$ cat config.mk
export PLATFORM = sky130hd
export DESIGN_NAME = fir_tap_sequencer
export DESIGN_NICKNAME = d
export VERILOG_FILES = /design/src/rtl/fir_tap_sequencer.sv
export SDC_FILE = /design/constraint.sdc
export NUM_CORES = 1
export LEC_CHECK = 0
export ABC_CLOCK_PERIOD_IN_PS = 5800
export BUFFER_PORTS_ARGS = -buffer_cell sky130_fd_sc_hd__buf_2
export CORE_MARGIN = 5
export CORE_UTILIZATION = 60
export CTS_CLUSTER_SIZE = 8
export DETAILED_ROUTE_END_ITERATION = 6
export PLACE_DENSITY = 0.74
export RECOVER_POWER = 50
export SETUP_SLACK_MARGIN = 0.05
export SLEW_MARGIN = 30
export SYNTH_ARGS = -nofsm -noshare
export SYNTH_HDL_FRONTEND = slang
export SYNTH_SLANG_ARGS = --single-unit
$ cat constraint.sdc
create_clock -name clk -period 5.8 [get_ports clk]
set_input_delay 0.29 -clock clk [delete_from_list [all_inputs] [get_ports clk]]
set_output_delay 0.29 -clock clk [all_outputs]
set_load 0.005 [all_outputs]
$ cat src/rtl/fir_tap_sequencer.sv
// ============================================================================
// Module   : fir_tap_sequencer
// Purpose  : Time-multiplexed N_TAPS unsigned FIR using one shared multiplier.
//            Coefficients are loaded serially after reset, then one sample per
//            handshake is filtered. Optional macro: FIR_SATURATE_EN (saturate
//            y_out instead of truncating).
// Revision : 1.0 - initial release
// ============================================================================
`default_nettype none

module fir_tap_sequencer #(
    parameter int N_TAPS     = 4,
    parameter int BW_in      = 6,
    parameter int BW_product = 12,
    parameter int BW_acc     = BW_product + $clog2(N_TAPS),
    parameter int BW_out     = 8
) (
    input  logic              clk,
    input  logic              reset,
    input  logic              in_valid,
    output logic              in_ready,
    input  logic [BW_in-1:0]  x_in,
    output logic              out_valid,
    input  logic              out_ready,
    output logic [BW_out-1:0] y_out,
    output logic              coef_loaded,
    output logic              busy
);

    localparam int c_cnt_w = $clog2(N_TAPS);
    localparam logic [c_cnt_w-1:0] c_last = c_cnt_w'(N_TAPS - 1);

    typedef enum logic [1:0] {
        S_LOAD = 2'd0,
        S_IDLE = 2'd1,
        S_MAC  = 2'd2,
        S_OUT  = 2'd3
    } state_t;

    state_t             r_state;
    logic [BW_in-1:0]   r_coef [N_TAPS];
    logic [BW_in-1:0]   r_hist [N_TAPS];
    logic [BW_acc-1:0]  r_acc;
    logic [c_cnt_w-1:0] r_k;
    logic [c_cnt_w-1:0] r_cnt;

    logic [BW_product-1:0] w_prod;
    logic [BW_acc-1:0]     w_sum;
    logic [BW_out-1:0]     w_y;

    assign w_prod = BW_product'(r_coef[r_k]) * BW_product'(r_hist[r_k]);
    assign w_sum  = r_acc + BW_acc'(w_prod);

`ifdef FIR_SATURATE_EN
    localparam logic [BW_acc-1:0] c_out_max = BW_acc'({BW_out{1'b1}});
    assign w_y = (w_sum > c_out_max) ? {BW_out{1'b1}} : w_sum[BW_out-1:0];
`else
    assign w_y = w_sum[BW_out-1:0];
`endif

    assign in_ready = ((r_state == S_LOAD) || (r_state == S_IDLE)) && !reset;

    always_ff @(posedge clk) begin
        if (reset) begin
            r_state     <= S_LOAD;
            r_acc       <= '0;
            r_k         <= '0;
            r_cnt       <= '0;
            out_valid   <= 1'b0;
            y_out       <= '0;
            coef_loaded <= 1'b0;
            busy        <= 1'b0;
            for (int i = 0; i < N_TAPS; i++) begin
                r_coef[i] <= '0;
                r_hist[i] <= '0;
            end
        end else begin
            case (r_state)
                S_LOAD: begin
                    if (in_valid) begin
                        r_coef[r_cnt] <= x_in;
                        r_cnt         <= r_cnt + c_cnt_w'(1);
                        if (r_cnt == c_last) begin
                            coef_loaded <= 1'b1;
                            r_state     <= S_IDLE;
                        end
                    end
                end
                S_IDLE: begin
                    if (in_valid) begin
                        r_hist[0] <= x_in;
                        for (int i = 1; i < N_TAPS; i++) begin
                            r_hist[i] <= r_hist[i-1];
                        end
                        r_acc   <= '0;
                        r_k     <= '0;
                        busy    <= 1'b1;
                        r_state <= S_MAC;
                    end
                end
                S_MAC: begin
                    r_acc <= w_sum;
                    r_k   <= r_k + c_cnt_w'(1);
                    // Last tap: capture the complete sum straight from the adder.
                    if (r_k == c_last) begin
                        y_out     <= w_y;
                        out_valid <= 1'b1;
                        busy      <= 1'b0;
                        r_state   <= S_OUT;
                    end
                end
                S_OUT: begin
                    if (out_ready) begin
                        out_valid <= 1'b0;
                        r_state   <= S_IDLE;
                    end
                end
                default: r_state <= S_LOAD;
            endcase
        end
    end

endmodule

`default_nettype wire
* Word level (Yosys, flattened, before mapping)
Memory sizes are Yosys's and may differ from the RTL's. A register that Yosys moved wholly into a read port is not among the register bits.
Index checks and enable logic that the tools add are counted.
** Storage, ports and cells
- Bits in registers :: 31
- Memory bits (writable) :: 48
- Input port bits :: 10
- Word-level logic and storage cells :: 78
- Memories :: 2
** Cells by class
- Add/subtract/negate cells :: 3
- Multipliers :: 1
- Equal/unequal tests :: 10
- Muxes and demuxes :: 36
- Bitwise gates (word level) :: 4
- Reduce and logical (&&, ||, !) cells :: 14
** Memory list
- r_coef :: words 4, bits a word 6, rd ports 1, clocked after memory_dff 1, write ports 4, RTL line 41 : logic [BW_in-1:0] r_coef [N_TAPS];
- r_hist :: words 4, bits a word 6, rd ports 4, clocked after memory_dff 1, write ports 4, RTL line 42 : logic [BW_in-1:0] r_hist [N_TAPS];
** Operators with widths (number)
- 6-bit 2-to-1 mux :: 5
- 14-bit case mux with 2 select lines :: 1
- 2-bit 2-to-1 mux :: 11
- 14-bit by 12-bit adder with 14-bit output :: 1
- 1-bit 2-to-1 mux :: 14
- 14-bit 2-to-1 mux :: 1
- 6-bit by 6-bit multiplier with 12-bit output :: 1
- 3-bit AND reduction :: 3
- 2-bit equality test (second input constant) :: 4
- 2-bit inequality test (second input constant) :: 4
- 2-bit case mux with 4 select lines :: 1
- 2-bit AND reduction :: 3
- 6-bit OR reduction :: 1
- 5-bit AND reduction :: 1
- 2-bit by 1-bit adder with 2-bit output (second input constant) :: 2
- 1-bit bitwise OR :: 4
- 1-bit case mux with 2 select lines :: 2
- 2-bit case mux with 2 select lines :: 1
- 2-bit nonzero test :: 2
- 2-bit by 1-bit equality test with 1-bit output (second input constant) :: 1
- 2-bit zero test :: 1
- 2-bit by 1-bit inequality test with 1-bit output (second input constant) :: 1
- 1-bit logical AND :: 1
- 1-bit zero test :: 1
- 1-bit logical OR :: 1

* Longest topological paths before layout
Gate-level depths: netlist of run 1.
- Depth in word-level cells :: 6
- Depth in mapped cells :: 18

* Least setup slack after synthesis of run 1
OpenSTA, ideal clock, no wires.
- Path kind :: reg2reg
- From :: register (tool-made name)
- To :: register r_acc[7]
- Setup time :: 128 ps
- Arrival :: 4388 ps
- Required time :: 5672 ps
- Slack :: 1284 ps
- Cell stages (with the launch flop) :: 19
- Buffers on the path :: 1
- Clock period less this slack :: 4516 ps
- Cell sequence :: dfxtp_1 buf_6 mux4_2 and2_1 fa_1 inv_1 fa_1 inv_1 fa_1 inv_1 fa_1 inv_1 ha_1 nand2_1 o21ai_2 xnor2_1 xnor2_1 a22oi_1 nor2_1
** RTL lines
- end signal: assignment :: RTL line 102 : r_acc <= w_sum;
- end: declaration :: RTL line 43 : logic [BW_acc-1:0] r_acc;

==> results.sh, run 1 <==
export IMPL_finalPower_w=0.00112
export IMPL_num_antenna_cells=0
export IMPL_syn_area_um2=4190
export IMPL_drt_iter0_markers=110
export IMPL_finalNetCount=432
export IMPL_hp_class="input pin to register"
export IMPL_cap_violations=0
export IMPL_ioPinCount=22
export IMPL_clkTransAtPathRegs_ns=0.09
export IMPL_crit_fanout=8
export IMPL_die_w_um=93.6
export IMPL_post_route_period_util_pct=86.3
export IMPL_slew_headroom_pct=22.8
export IMPL_cts_buffers_inserted=9
export IMPL_post_cts_buffers=0
export IMPL_htree_num_levels=3
export IMPL_syn_area_per_cell_um2=11.6
export IMPL_cts_root_buf="clkbuf_8"
export IMPL_end_kind="register"
export IMPL_tightest_slew_ns=1.15
export IMPL_grt_pass1_vias=2519
export IMPL_drv_slew=0
export IMPL_seq_area_frac_synth_pct=47.3
export IMPL_rows=30
export IMPL_fin_util_pct=66.9
export IMPL_grt_overflow=0
export IMPL_clk_path_buf_depth=2
export IMPL_synthFlopType="edfxtp_1"
export IMPL_grt_max_degree=37
export IMPL_tns_ns=0
export IMPL_wirelength_um=6850
export IMPL_viasPerCell=5.18
export IMPL_cts_sinks=75
export IMPL_setup_viol_count_final=0
export IMPL_syn2layout_area_growth_pct=8.45
export IMPL_irDropWorstVdd_v=0.000209
export IMPL_run_status="complete, no violations"
export IMPL_ant_nets=0
export IMPL_portBuffers=21
export IMPL_gp_congestion=0.820
export IMPL_antenna_found_initial=0
export IMPL_ctsResizeCount=0
export IMPL_ys_ff_latch=75
export IMPL_hold_viol=0
export IMPL_fp_dieH_um=93.6
export IMPL_dr_total_vias=2508
export IMPL_drc=0
export IMPL_cts_hold_buf=0
export IMPL_initial_core_util_pct=61.7
export IMPL_skew_ns=0.0116
export IMPL_async_reset_ff_share_pct=0
export IMPL_synth_edf_count=48
export IMPL_postSynthCellCount=361
export IMPL_dpl_instance_area_um2=4360
export IMPL_final_cell_area_um2=4540
export IMPL_synth_cell_types=41
export IMPL_fp_dieArea_um2=8760
export IMPL_fin_hold_ws_ns=0.228
export IMPL_grt_usage_pct=17.6
export IMPL_syn_nets=410
export IMPL_first_pass_iters=4
export IMPL_insertion_delay_ns=0.35
export IMPL_drive_above_1_share_pct=15.5
export IMPL_grt_pass1_wl_um=11900
export IMPL_crit_arrival_ns=5.23
export IMPL_post_dp_hpwl_um=5290
export IMPL_crit_type="register to register"
export IMPL_power_density_nw_per_um2=247
export IMPL_period_needed_ns=5.01
export IMPL_cts_tree="yes"
export IMPL_required_ns=6.03
export IMPL_yosys_warnings=0
export IMPL_wire_per_inst_um=14.2
export IMPL_rsz0062_at_grt="false"
export IMPL_core_area_um2=6790
export IMPL_power_leakage_nw=1.82
export IMPL_cp_start_kind="register"
export IMPL_clock_fmax_mhz=200
## worst max-delay path: stages, from the launching register on
cell and delay (ns):
dfxtp_1 0.62, buf_4 0.25, mux4_2 0.56, and2_1 0.20, fa_1 0.53, inv_1 0.05, fa_1 0.48, inv_1 0.06
fa_1 0.53, inv_1 0.05, fa_1 0.50, inv_1 0.04, ha_1 0.33, nand2_1 0.08, o21ai_2 0.12, xnor2_1 0.14
xnor2_1 0.11, a22oi_1 0.16, nor2_1 0.05
## kinds of logic (layout without fill, tap and decap cells)
| logic type | after synthesis | after routing | share of synthesized area, % |
|---|---|---|---|
| AOI/OAI and AO/OA | 39 | 39 | 5.64 |
| xor gates and xnor gates | 15 | 15 | 3.85 |
| adders and majority gates | 39 | 39 | 14.5 |
| buffers and inverters | 41 | 68 | 4.33 |
| DFF | 75 | 75 | 47.3 |
| muxes | 13 | 13 | 6.87 |
| and+or+nand+nor | 139 | 139 | 17.5 |
## layout make-up
| cell class | instances | area [um^2] |
|---|---|---|
| well taps | 96 | 120 |
| repair buffers | 22 | 110 |
| flip-flops and latches | 75 | 1980 |
| multi-input cells | 245 | 2030 |
| clock buffers | 9 | 124 |
| clock inverters | 7 | 65.1 |
| fillers | 542 | 2250 |
| inverters | 30 | 113 |
## cells in the mapped netlist, drive strengths merged (2+ instances only)
library cell	count	area, um^2
nand2	41	164
xnor2	13	136
a22oi	4	30.0
buf	5	46.3
clkbuf	6	22.5
nor3	2	10.0
a21oi	23	119
nor2	16	60.1
edfxtp	48	1440
a21o	2	15.0
nand3	5	25.0
nor4b	2	17.5
and2	66	413
fa	16	320
xor2	2	25.0
inv	30	113
o21ai	4	23.8
dfxtp	27	541
ha	23	288
or2	4	25.0
mux4	12	278
## sequential cells by signal, indices dropped and copies added (netlist names), 2 cells and up, named ones only
signal and count:
r_acc 8, r_cnt 2, r_coef 24, r_hist 24, r_k 2, r_state 2, y_out 8
## final timing paths
path	start	endpoint	slack [ns]	depth (start not counted)
worst max-delay path	register	r_acc[7]	0.79	18
worst min-delay path	out_ready	out_valid	0.23	4
worst max register to register	register	r_acc[7]	0.79	18
worst min register to register	y_out[4]	y_out[4]	0.45	2
## cell usage in the layout (no fill, tap or decap), drive strengths merged
cell      synthesis  routed
and2             66      66
edfxtp           48      48
nand2            41      41
inv              30      35
dfxtp            27      27
ha               23      23
a21oi            23      23
buf               5      19
nor2             16      16
fa               16      16
xnor2            13      13
mux4             12      12
clkbuf            6      12
nand3             5       5
a22oi             4       4
or2               4       4
o21ai             4       4
nor4b             2       2
nor3              2       2
a21o              2       2
xor2              2       2
nor4              1       1
nand2b            1       1
a41o              1       1
a21boi            1       1
a211oi            1       1
nor2b             1       1
o221ai            1       1
o21bai            1       1
o211ai            1       1
mux2i             1       1
clkinvlp          0       1
clkinv            0       1
## power breakdown
group | total, W | switching (W) | internal [W] | leakage, nW
registers | 0.000600 | 0.00000998 | 0.000590 | 0.715
clock network | 0.000381 | 0.000214 | 0.000166 | 0.0947
logic | 0.000143 | 0.0000840 | 0.0000594 | 1.01
## metal layers
layer / track usage, % / wire length, um / vias to the layer above / part of all wire, %
met1: 22.6 / 3180 / 1202 / 46
met3: 4.02 / 170 / 15 / 2.5
li1: - / - / 1266 / -
met5: 0 / 0 / - / 0
met2: 29.4 / 3400 / 25 / 50
met4: 6.02 / 100 / 0 / 1.5
## metrics by stage
| step | std cells | setup slack [ns] |
|---|---|---|
| after CTS | 484 | 0.754 |
| after global placement | 468 | 0.870 |
| after global routing | 484 | 0.460 |
| after floorplan | 361 | 1.28 |
| after detailed placement | 468 | 0.766 |
| final | 484 | 0.794 |
No activity file was read; power rests on OpenSTA's default activity.
==> run 2, diff against run 1 <==
--- a/config.mk
+++ b/config.mk
@@ -5,13 +5,14 @@
 export SDC_FILE = /design/constraint.sdc
 export NUM_CORES = 1
 export LEC_CHECK = 0
+export ABC_AREA = 0
 export ABC_CLOCK_PERIOD_IN_PS = 5800
 export BUFFER_PORTS_ARGS = -buffer_cell sky130_fd_sc_hd__buf_2
 export CORE_MARGIN = 5
 export CORE_UTILIZATION = 60
 export CTS_CLUSTER_SIZE = 8
 export DETAILED_ROUTE_END_ITERATION = 6
-export PLACE_DENSITY = 0.74
+export PLACE_DENSITY_LB_ADDON = 0.3
 export RECOVER_POWER = 50
 export SETUP_SLACK_MARGIN = 0.05
 export SLEW_MARGIN = 30
==> results.sh, run 2 (synthesis gave the netlist of run 1 again) <==
export IMPL_run_status="complete, no violations"
export IMPL_cts_buffers_inserted=9
export IMPL_power_density_nw_per_um2=252
export IMPL_grt_pass1_vias=2646
export IMPL_post_cts_buffers=0
export IMPL_post_route_period_util_pct=85.6
export IMPL_power_leakage_nw=1.81
export IMPL_cts_tree="yes"
export IMPL_die_w_um=93.6
export IMPL_initial_core_util_pct=61.7
export IMPL_layout_common_cells="and2_1 (58), edfxtp_1 (48), nand2_1 (37)"
export IMPL_rows=30
export IMPL_dpl_instance_area_um2=4360
export IMPL_crit_arrival_ns=5.18
export IMPL_fp_dieArea_um2=8760
export IMPL_r2r_end="r_acc[7]"
export IMPL_period_needed_ns=4.96
export IMPL_final_cell_area_um2=4550
export IMPL_drive_above_1_share_pct=14.7
export IMPL_required_ns=6.01
export IMPL_min_to="out_valid"
export IMPL_hp_class="input pin to register"
export IMPL_slew_headroom_pct=16.1
export IMPL_grt_max_degree=37
export IMPL_finalPower_w=0.00115
export IMPL_num_antenna_cells=0
export IMPL_drt_iter0_markers=127
export IMPL_core_area_um2=6790
export IMPL_cts_hold_buf=0
export IMPL_r2r_cells=18
export IMPL_grt_overflow=0
export IMPL_syn2layout_area_growth_pct=8.63
export IMPL_rrSetupSlack_ns=0.84
export IMPL_tightest_slew_ns=1.25
export IMPL_wire_per_inst_um=15.3
export IMPL_cts_root_buf="clkbuf_8"
export IMPL_grt_usage_pct=19.0
export IMPL_whs_path_depth=4
export IMPL_first_pass_iters=4
export IMPL_antenna_found_initial=0
export IMPL_cpMaxStageDelayCell="dfxtp_1"
export IMPL_wirelength_um=7420
export IMPL_max_stage_delay_ns=0.59
export IMPL_ioPinCount=22
export IMPL_setup_viol_count_final=0
export IMPL_cts_sinks=75
export IMPL_grt_pass1_wl_um=12800
export IMPL_rsz0062_at_grt="false"
export IMPL_tns_ns=0
export IMPL_crit_chain="buf_4, mux4_2, and2_1, fa_1, inv_1, fa_1, inv_1, fa_1, inv_1, fa_1, inv_1, ha_1, nand2_1, o21ai_2, xnor2_1, xnor2_1, a22oi_1, nor2_1"
export IMPL_cp_start_kind="register"
export IMPL_fp_dieH_um=93.6
export IMPL_irDropWorstVdd_v=0.000172
export IMPL_dr_total_vias=2575
export IMPL_ctsResizeCount=0
export IMPL_finalNetCount=432
export IMPL_viasPerCell=5.32
export IMPL_clkTransAtPathRegs_ns=0.08
export IMPL_top_regs="r_coef: 24 flops, r_hist: 24 flops"
export IMPL_post_dp_hpwl_um=5620
export IMPL_gp_congestion=0.832
export IMPL_crit_fanout=7
export IMPL_min_from="out_ready"
export IMPL_ant_nets=0
export IMPL_clock_fmax_mhz=201
export IMPL_end_kind="register"
export IMPL_portBuffers=21
export IMPL_cpLargestDelayFamily="adder cells"
export IMPL_drc=0
export IMPL_drv_slew=0
export IMPL_cap_violations=0
export IMPL_layout_commonest_cell="and2_1"
export IMPL_path_buf_inv=5
export IMPL_hold_viol=0
export IMPL_skew_ns=0.00737
export IMPL_crit_type="register to register"
export IMPL_insertion_delay_ns=0.34
export IMPL_htree_num_levels=3
export IMPL_clk_path_buf_depth=2
[run 2: cell count changes in the layout (fill, tap and decap cells not counted), moves of 2 or more]
| cell | change |
|---|---|
| clkbuf_1 | +3 |
| and2_0 | -2 |
| and2_1 | +2 |
| buf_2 | -2 |
| inv_8 | -2 |
[run 2: worst max-delay path by stage]
| stage | startpoint | end | depth (start not counted) |
|---|---|---|---|
| final | register | r_acc[7] | 18 |
| after CTS | register | r_acc[7] | 18 |
| after global placement | register | r_acc[7] | 18 |
| after floorplan | register | r_acc[7] | 18 |
| after detailed placement | register | r_acc[7] | 18 |
| after global routing | register | r_acc[7] | 18 |
[run 2: report_power, final]
part           switching (W)  leakage (nW)  total (W)  internal, W
Clock               0.000202        0.0962   0.000403     0.000202
Sequential         0.0000116         0.715   0.000601     0.000590
Combinational      0.0000829          1.00   0.000142    0.0000594
Total               0.000296          1.81    0.00115     0.000851
[run 2: through the flow]
step	setup slack (ns)	utilization (%)	hold WS, ns	cells
final	0.836	67.0	0.246	484
after global routing	0.545	67.0	0.274	484
after CTS	0.778	67.1	0.237	484
after detailed placement	0.802	64.2	0.447	468
after global placement	0.936	64.1	0.440	468
after floorplan	1.28	-	0.436	361
[run 2: area by class of cell]
cell class                      count  area [um^2]
Clock inverter                      7         76.3
Timing Repair Buffer               22          106
Tap cell                           96          120
Clock buffer                        9          124
Fill cell                         518         2240
Sequential cell                    75         1980
Inverter                           30          113
Multi-Input combinational cell    245         2030
[run 2: worst reg2reg max path, cell delays in order (launching register included)]
cell and delay, ns:
dfxtp_1 0.59, buf_4 0.26, mux4_2 0.57, and2_1 0.18, fa_1 0.53, inv_1 0.05
fa_1 0.47, inv_1 0.05, fa_1 0.53, inv_1 0.06, fa_1 0.50, inv_1 0.04
ha_1 0.32, nand2_1 0.07, o21ai_2 0.13, xnor2_1 0.14, xnor2_1 0.11, a22oi_1 0.17
nor2_1 0.06
[run 2: layer usage]
layer  wire length (um)  global-route usage (%)  vias to the layer above  share of wire (%)
met5                  0                       0                        -                  0
met4                102                    5.17                        0                1.4
met3                272                    4.59                        9                3.7
met2               3750                    31.8                       47                 51
met1               3300                    24.9                     1254                 44
li1                   -                       -                     1265                  -
